[config.mk]
export PLATFORM = sky130hd
export DESIGN_NAME = clock_divide_n
export DESIGN_NICKNAME = d
export VERILOG_FILES = /design/src/rtl/clock_divide_n.sv
export SDC_FILE = /design/constraint.sdc
export NUM_CORES = 1
export LEC_CHECK = 0
export ABC_AREA = 0
export ABC_CLOCK_PERIOD_IN_PS = 3100
export BUFFER_PORTS_ARGS = -buffer_cell sky130_fd_sc_hd__buf_4
export CAP_MARGIN = 10
export CORE_AREA = 2 2 93 68
export DETAILED_ROUTE_END_ITERATION = 7
export DIE_AREA = 0 0 95 70
export HOLD_SLACK_MARGIN = 0.06
export PLACE_DENSITY = 0.49
export RECOVER_POWER = 50
export SYNTH_ARGS = -nofsm -noshare
export SYNTH_HDL_FRONTEND = slang
export SYNTH_SLANG_ARGS = --single-unit
[constraint.sdc]
create_clock -name clk_in -period 3.1 [get_ports clk_in]
set_input_delay 0.62 -clock clk_in [delete_from_list [all_inputs] [get_ports clk_in]]
set_output_delay 0.62 -clock clk_in [all_outputs]
set_load 0.01 [all_outputs]
[src/rtl/clock_divide_n.sv]
// clock_divide_n: programmable integer clock divider.
// Produces a registered divided clock (high ceil(N/2), low floor(N/2) cycles)
// plus single-cycle rise/fall strobes. The divisor is loaded through a
// valid/ready handshake and only takes effect at a period boundary.
// Optional feature macro: CLKDIV_PERIOD_CNT_EN adds a saturating period
// counter output (period_cnt), cleared whenever the divider returns to idle.
module clock_divide_n #(
  parameter int DIV_W       = 8,
  parameter int DEFAULT_DIV = 2
) (
  input  logic             clk_in,
  input  logic             reset,
  input  logic             enable,
  input  logic             div_valid,
  input  logic [DIV_W-1:0] div_value,
  output logic             div_ready,
  output logic             div_err,
  output logic             clk_out,
  output logic             rise_tick,
  output logic             fall_tick,
  output logic             busy
`ifdef CLKDIV_PERIOD_CNT_EN
  ,
  output logic [15:0]      period_cnt
`endif
);

  typedef enum logic [1:0] {
    IDLE  = 2'd0,
    RUN   = 2'd1,
    DRAIN = 2'd2
  } state_t;

  localparam logic [DIV_W-1:0] RESET_DIV = DIV_W'(DEFAULT_DIV);
  localparam logic [DIV_W-1:0] ONE       = DIV_W'(1);
  localparam logic [DIV_W-1:0] TWO       = DIV_W'(2);

  state_t           state;
  state_t           state_next;
  logic [DIV_W-1:0] cnt;
  logic [DIV_W-1:0] cur_div;
  logic [DIV_W-1:0] pend_div;
  logic             pend_full;

  logic [DIV_W-1:0] high_time;
  logic [DIV_W-1:0] last_cnt;
  logic             step;
  logic             wrap;
  logic             accept;
  logic             reject;
  logic             apply;

  // Period arithmetic and handshake decode shared by the FSM and datapath.
  always_comb begin
    high_time = cur_div - (cur_div >> 1);
    last_cnt  = cur_div - ONE;
    // A step runs every edge while busy, and also on the edge leaving IDLE.
    step      = (state != IDLE) || enable;
    wrap      = step && (cnt == last_cnt);
    accept    = div_valid && div_ready && (div_value >= TWO);
    reject    = div_valid && div_ready && (div_value < TWO);
    apply     = pend_full && ((state == IDLE) || wrap);
  end

  // State register.
  always_ff @(posedge clk_in) begin
    // NOTE: sequential state always uses non-blocking assignments so every
    // register samples the pre-edge values regardless of statement order.
    if (reset) state <= IDLE;
    else       state <= state_next;
  end

  // Next-state logic: stop only at a period boundary with enable low.
  always_comb begin
    // NOTE: default assigned first so no path leaves state_next unassigned,
    // which would otherwise infer a latch.
    state_next = state;
    case (state)
      IDLE:    if (enable) state_next = RUN;
      RUN:     if (!enable) state_next = wrap ? IDLE : DRAIN;
      DRAIN: begin
        if (enable)    state_next = RUN;
        else if (wrap) state_next = IDLE;
      end
      default: state_next = IDLE;
    endcase
  end

  // Period counter, registered clock/strobes and divisor handshake.
  always_ff @(posedge clk_in) begin
    if (reset) begin
      cnt       <= '0;
      cur_div   <= RESET_DIV;
      pend_div  <= '0;
      pend_full <= 1'b0;
      div_ready <= 1'b1;
      div_err   <= 1'b0;
      clk_out   <= 1'b0;
      rise_tick <= 1'b0;
      fall_tick <= 1'b0;
    end else begin
      if (step) begin
        clk_out   <= (cnt < high_time);
        rise_tick <= (cnt == '0);
        fall_tick <= (cnt == high_time);
        cnt       <= wrap ? '0 : cnt + ONE;
      end else begin
        clk_out   <= 1'b0;
        rise_tick <= 1'b0;
        fall_tick <= 1'b0;
        cnt       <= '0;
      end

      div_err <= reject;

      // Pending can only be full while ready is low, so apply and accept
      // never compete for the pending register on the same edge.
      if (apply) begin
        cur_div   <= pend_div;
        pend_full <= 1'b0;
        div_ready <= 1'b1;
      end else if (accept) begin
        pend_div  <= div_value;
        pend_full <= 1'b1;
        div_ready <= 1'b0;
      end
    end
  end

  assign busy = (state != IDLE);

`ifdef CLKDIV_PERIOD_CNT_EN
  // Count periods started (one per rise_tick), saturating; clear on idle entry.
  always_ff @(posedge clk_in) begin
    if (reset) begin
      period_cnt <= '0;
    end else if ((state != IDLE) && (state_next == IDLE)) begin
      period_cnt <= '0;
    end else if (step && (cnt == '0) && (period_cnt != 16'hFFFF)) begin
      period_cnt <= period_cnt + 16'd1;
    end
  end
`endif

endmodule

Word-level counts from Yosys, hierarchy flattened
Cells that the tools add are included.

word-level totals
  output and inout bits = 6
  register bits after elaboration = 32
  bits of input ports = 12
  word-level logic and storage cells = 46

operators by class
  equality and inequality tests = 7
  $lt $le $gt $ge = 3
  $add $sub $neg = 3
  reduce and logical (&&, ||, !) cells = 15
  bitwise logic cells = 2
  multiplexer cells = 6

operators with widths
  kind                                                                                  count
  8-bit == test                                                                         2
  2-bit two-way mux                                                                     5
  8-bit by 1-bit adder with 8-bit output (second input constant)                        1
  8-bit by 2-bit greater-or-equal comparator with 1-bit output (second input constant)  1
  8-bit logical NOT                                                                     1
  8-bit by 2-bit less-than comparator with 1-bit output (second input constant)         1
  8-bit less-than comparator                                                            1
  8-bit by 1-bit subtractor with 8-bit output (second input constant)                   1
  8-bit by 7-bit subtractor with 8-bit output                                           1
  2-bit one-hot mux with 3 select lines                                                 1
  1-bit logical AND                                                                     5
  2-bit inequality test (second input constant)                                         2
  2-bit OR reduction                                                                    2
  3-bit inequality test (second input constant)                                         1
  3-bit AND reduction                                                                   1
  3-bit OR reduction                                                                    1
  2-bit by 1-bit == test with 1-bit output (second input constant)                      1
  2-bit == test (second input constant)                                                 1
  2-bit logical NOT                                                                     1
  1-bit logical OR                                                                      2
  1-bit inverter                                                                        2
  2-bit AND reduction                                                                   1
  2-bit nonzero test                                                                    1

Logic depth before layout (Yosys ltp)
  depth in word-level cells = 7
  depth in mapped cells = 14
  mapped depth without buffers = 14

Worst setup path before layout
No wires, ideal clock.

  path type = register -> register
  start = reg cur_div[2]
  end = reg clk_out
  required time = 2.985 ns
  slack = 0.594 ns
  stages on the path, launching flop included = 13
  library setup time = 0.115 ns
  buffers on the path = 0
  clock period less this slack = 2.506 ns
  arrival = 2.392 ns
  path through = dfxtp_1 -> inv_1 -> ha_1 -> o21bai_1 -> a21oi_1 -> nor2_1 -> o21ba_2 -> o41a_1 -> xnor2_1 -> ha_1 -> nand4_1 -> nor2_1 -> a2111oi_0

between the ends
  longest elaborated chain between the ends = 2

RTL lines
  item                                         RTL line  source
  start, declared                              41        logic [DIV_W-1:0] cur_div;
  start signal, assigned                       119       cur_div <= pend_div;
  8-bit by 7-bit subtractor with 8-bit output  55        high_time = cur_div - (cur_div >> 1);
  8-bit less-than comparator                   103       clk_out <= (cnt < high_time);
  end signal, assigned                         103
  end, declared                                18        output logic clk_out,

No other way between the ends.
A chain may end at the register's enable or synchronous reset.

Worst setup path after layout
Same ends and word-level chain as after synthesis.

==> impl_results.md <==
* Status: complete, no violations
* CTS tree: yes
* Placer congestion estimate at approximately 0.77
* CP Max Fanout at 4
* Post-DP HPWL at 2.939 mm
* Post-synth ARST share at 0%
* Largest family of logic cells by synthesized area: simple AND/OR/NAND/NOR gates
* Mux share of post-synthesis cell area at around 4.0%
* #FFs+latches synth at 32
* Synth area leaders: dfxtp_1 (32%), ha_1 (15%), xnor2_1 (8.2%)
* Clk root buf: clkbuf_8
* Antenna violations before repair at 0
* Synth cell types at 34
* CP delay by family, top: compound AO/OA/AOI/OAI gates
* Setup ws final at approximately 300 ps
* Clock Sink Count at 32
* Synth warn at 0
* Clock transition at path regs at 70 ps
* Routed wire length at 3.804 mm
* CP peak stage delay at 420 ps
* Fillers at 624
* Worst setup EP type: register
* Core area at slightly below 6000 um^2
* I/O pins at 18
* Final cycle utilization of the critical path at 90.38%
* Critical Path RT at 3260 ps
* Drt wl/cell at around 12 um
* Share of cells above drive strength 1 at a little over 9%
* Clk_skew at 7.618 ps
* Pwr Density at between 500 and 600 nW/um^2
* Synth Area in Adders at 16.49%
* Hold Buf Count CTS at 0
* Synthesized area at between 2000 and 2500 um^2
* Worst skew pair latency at roughly 280 ps
* Buf/Inv on CP at 1
* Setup Total Neg Slack at 0 ps
* RSZ-0062 raised after global routing: no
* Initial drt markers at 62
* Drt first pass iters at 4
* Die X-Extent at around 95 um
* XOR/XNOR Fraction of Synth Area at a little under an eighth
* Hold Path Class: reg -> reg
* ANT cells at 0
* Full die area at 6650 um^2
* Vias in the first global route at approximately 1300
* Initial Util at approximately 34%
* WHS at around 470 ps
* CTS resizes at 0
* Final setup vio count at 0
* Final Critical Period at about 2800 ps
* Port Buffers at 17
* CTS Buf Count at 5
* H-Tree Depth at 2
* Register area share after synthesis at between 30% and 40%
* Area of the multi-input gates at around 1300 um^2
* Area share of the largest cell type after synthesis at 31.74%
* Critical-path cell list: inv_1, ha_1, o21bai_1, a21oi_1, nor2_1, o21ba_2, o41a_1, xnor2_1, ha_1, nand4_1, nor2_1, a2111oi_1
* Pin count of the biggest net entering global routing at 31
* CP Class: reg -> reg
* Startpoint type of the worst setup path: register
* Slew Limit Fails at 0
* Core Rows at 24
* Syn Nets at ~260
* Max VDD drop at between 0.2 and 0.25 mV
* Compound-Gate Fraction of Synth Area at between 10 and 15%
* Global-route wire length before repair at around 6.5 mm
* Leading area contributor after synthesis: dfxtp_1
* DIE HEIGHT at 70 um
* Crit path arrival time at slightly below 3000 ps
* Clock Path Buffers at 2
* Layout Nets at 278
* LEAKAGE at roughly 0.91 nW
* Post-CTS setup buffer count at 0
* Post-DRT Antenna Nets at 0
* Slew headroom at 35.58%
* Gr usage total at 12.70%
* Fmax at 0.3569 GHz
* Fin. Hold Viols at 0
* CP max stage cell: dfxtp_1
* Vias/cell at 4.476
* FF/Latch Area at about 640 um^2
* Synthesis-to-layout area growth at 13.08%
* Top_reg_cell synth: dfxtp_1
* Post-synth EDFFs at 0
* Post-route DRC at 0
* Syn_area_per_cell at 9.050 um^2
* Max-cap check violation count at 0
* Total grt overflow at 0
* Post-Synth Simple-Gate Area at 21.02%
* DP Worst Slack at approximately 270 ps
* Vias at between 1000 and 1500
* Synthesized instance count at around 220
* Worst-Margin Slew at about 970 ps
path summary, 6_finish.rpt:
kind                     from          to  slack [ps]  cells past startpoint
setup / recovery   cur_div[2]     clk_out         300                     12
hold / removal    pend_div[6]  cur_div[6]         470                      2
setup reg to reg   cur_div[2]     clk_out         300                     12
hold reg to reg   pend_div[6]  cur_div[6]         470                      2
worst register-to-register path: stages (launching register included):
cell and delay, ps:
dfxtp_1 420, inv_1 140, ha_1 300, o21bai_1 70, a21oi_1 230, nor2_1 70
o21ba_2 210, o41a_1 330, xnor2_1 140, ha_1 280, nand4_1 110, nor2_1 60
a2111oi_1 330
cells in the final DEF, fill, tap and decap left out, drive strengths merged, types with 2 or more instances in the layout:
cell type	instances
o41a	2
or2	4
mux2i	8
nor2b	4
a21boi	3
nor3	7
a21oi	5
nand4	2
nand3b	8
o21ai	9
nand2	7
xor2	7
ha	25
inv	19
nand2b	19
nor2	15
a21o	3
xnor2	19
nand3	6
clkbuf	13
o21bai	3
buf	10
dfxtp	32
nor4	2
state kept, by name, summed over array words and instances, names as in the netlist:
register and cells:
cnt 8, cur_div 8, pend_div 8, state 2, clk_out 1, div_err 1, div_ready 1, fall_tick 1
pend_full 1, rise_tick 1
area by class of cell:
type	instances	area share [%]
multi-input cells	165	55.37
flip-flops and latches	32	28.07
repair buffers	17	4.441
well taps	78	4.276
clock buffers	6	3.180
inverters	19	3.125
clock inverters	2	1.535
power by group:
group	internal [mW]	total (mW)	leakage, nW	switching, mW
combinational	0.150	0.326	0.592	0.176
sequential	0.440	0.460	0.261	0.0202
clock	0.238	0.398	0.0552	0.160
total	0.828	1.18	0.908	0.356
cells by family after synthesis:
| family | after synthesis |
|---|---|
| simple gates | 76 |
| flops | 32 |
| compound gates | 29 |
| xor+xnor | 26 |
| buf+inv | 26 |
| fa+ha+maj | 26 |
| mux | 8 |
through the flow:
| stage | cells | area (um^2) | utilization, % | power [mW] |
|---|---|---|---|---|
| CTS | 319 | 2317 | 39.17 | 1.210 |
| detailed placement | 311 | 2210 | 37.35 | 0.8065 |
| floorplan | 223 | 2018 | - | 0.7244 |
| global placement | 311 | 2210 | 37.35 | 0.8091 |
| finish | 319 | 2282 | 38.58 | 1.184 |
| global route | 319 | 2282 | 38.58 | 1.268 |
synth_stat cells (2+ instances only):
| library cell | count |
|---|---|
| a21o_1 | 3 |
| o21bai_1 | 3 |
| a21boi_0 | 3 |
| nor3_1 | 7 |
| o21ai_1 | 2 |
| xor2_1 | 7 |
| a21oi_1 | 5 |
| nand4_1 | 2 |
| mux2i_1 | 8 |
| xnor2_1 | 19 |
| clkbuf_1 | 6 |
| nor2b_1 | 3 |
| dfxtp_1 | 32 |
| inv_1 | 19 |
| ha_1 | 25 |
| or2_2 | 4 |
| o21ai_0 | 7 |
| nor4_1 | 2 |
| nand2b_1 | 19 |
| nor2_1 | 15 |
| nand3_1 | 6 |
| nand2_1 | 7 |
| nand3b_1 | 8 |
metal layers:
| layer | part of all wire [%] | global-route usage [%] |
|---|---|---|
| met1 | 57 | 19.99 |
| met2 | 38 | 16.39 |
| met3 | 3.7 | 3.776 |
| met5 | 0 | 0 |
| met4 | 1.3 | 3.382 |
Power figures use the tool's default switching activity.
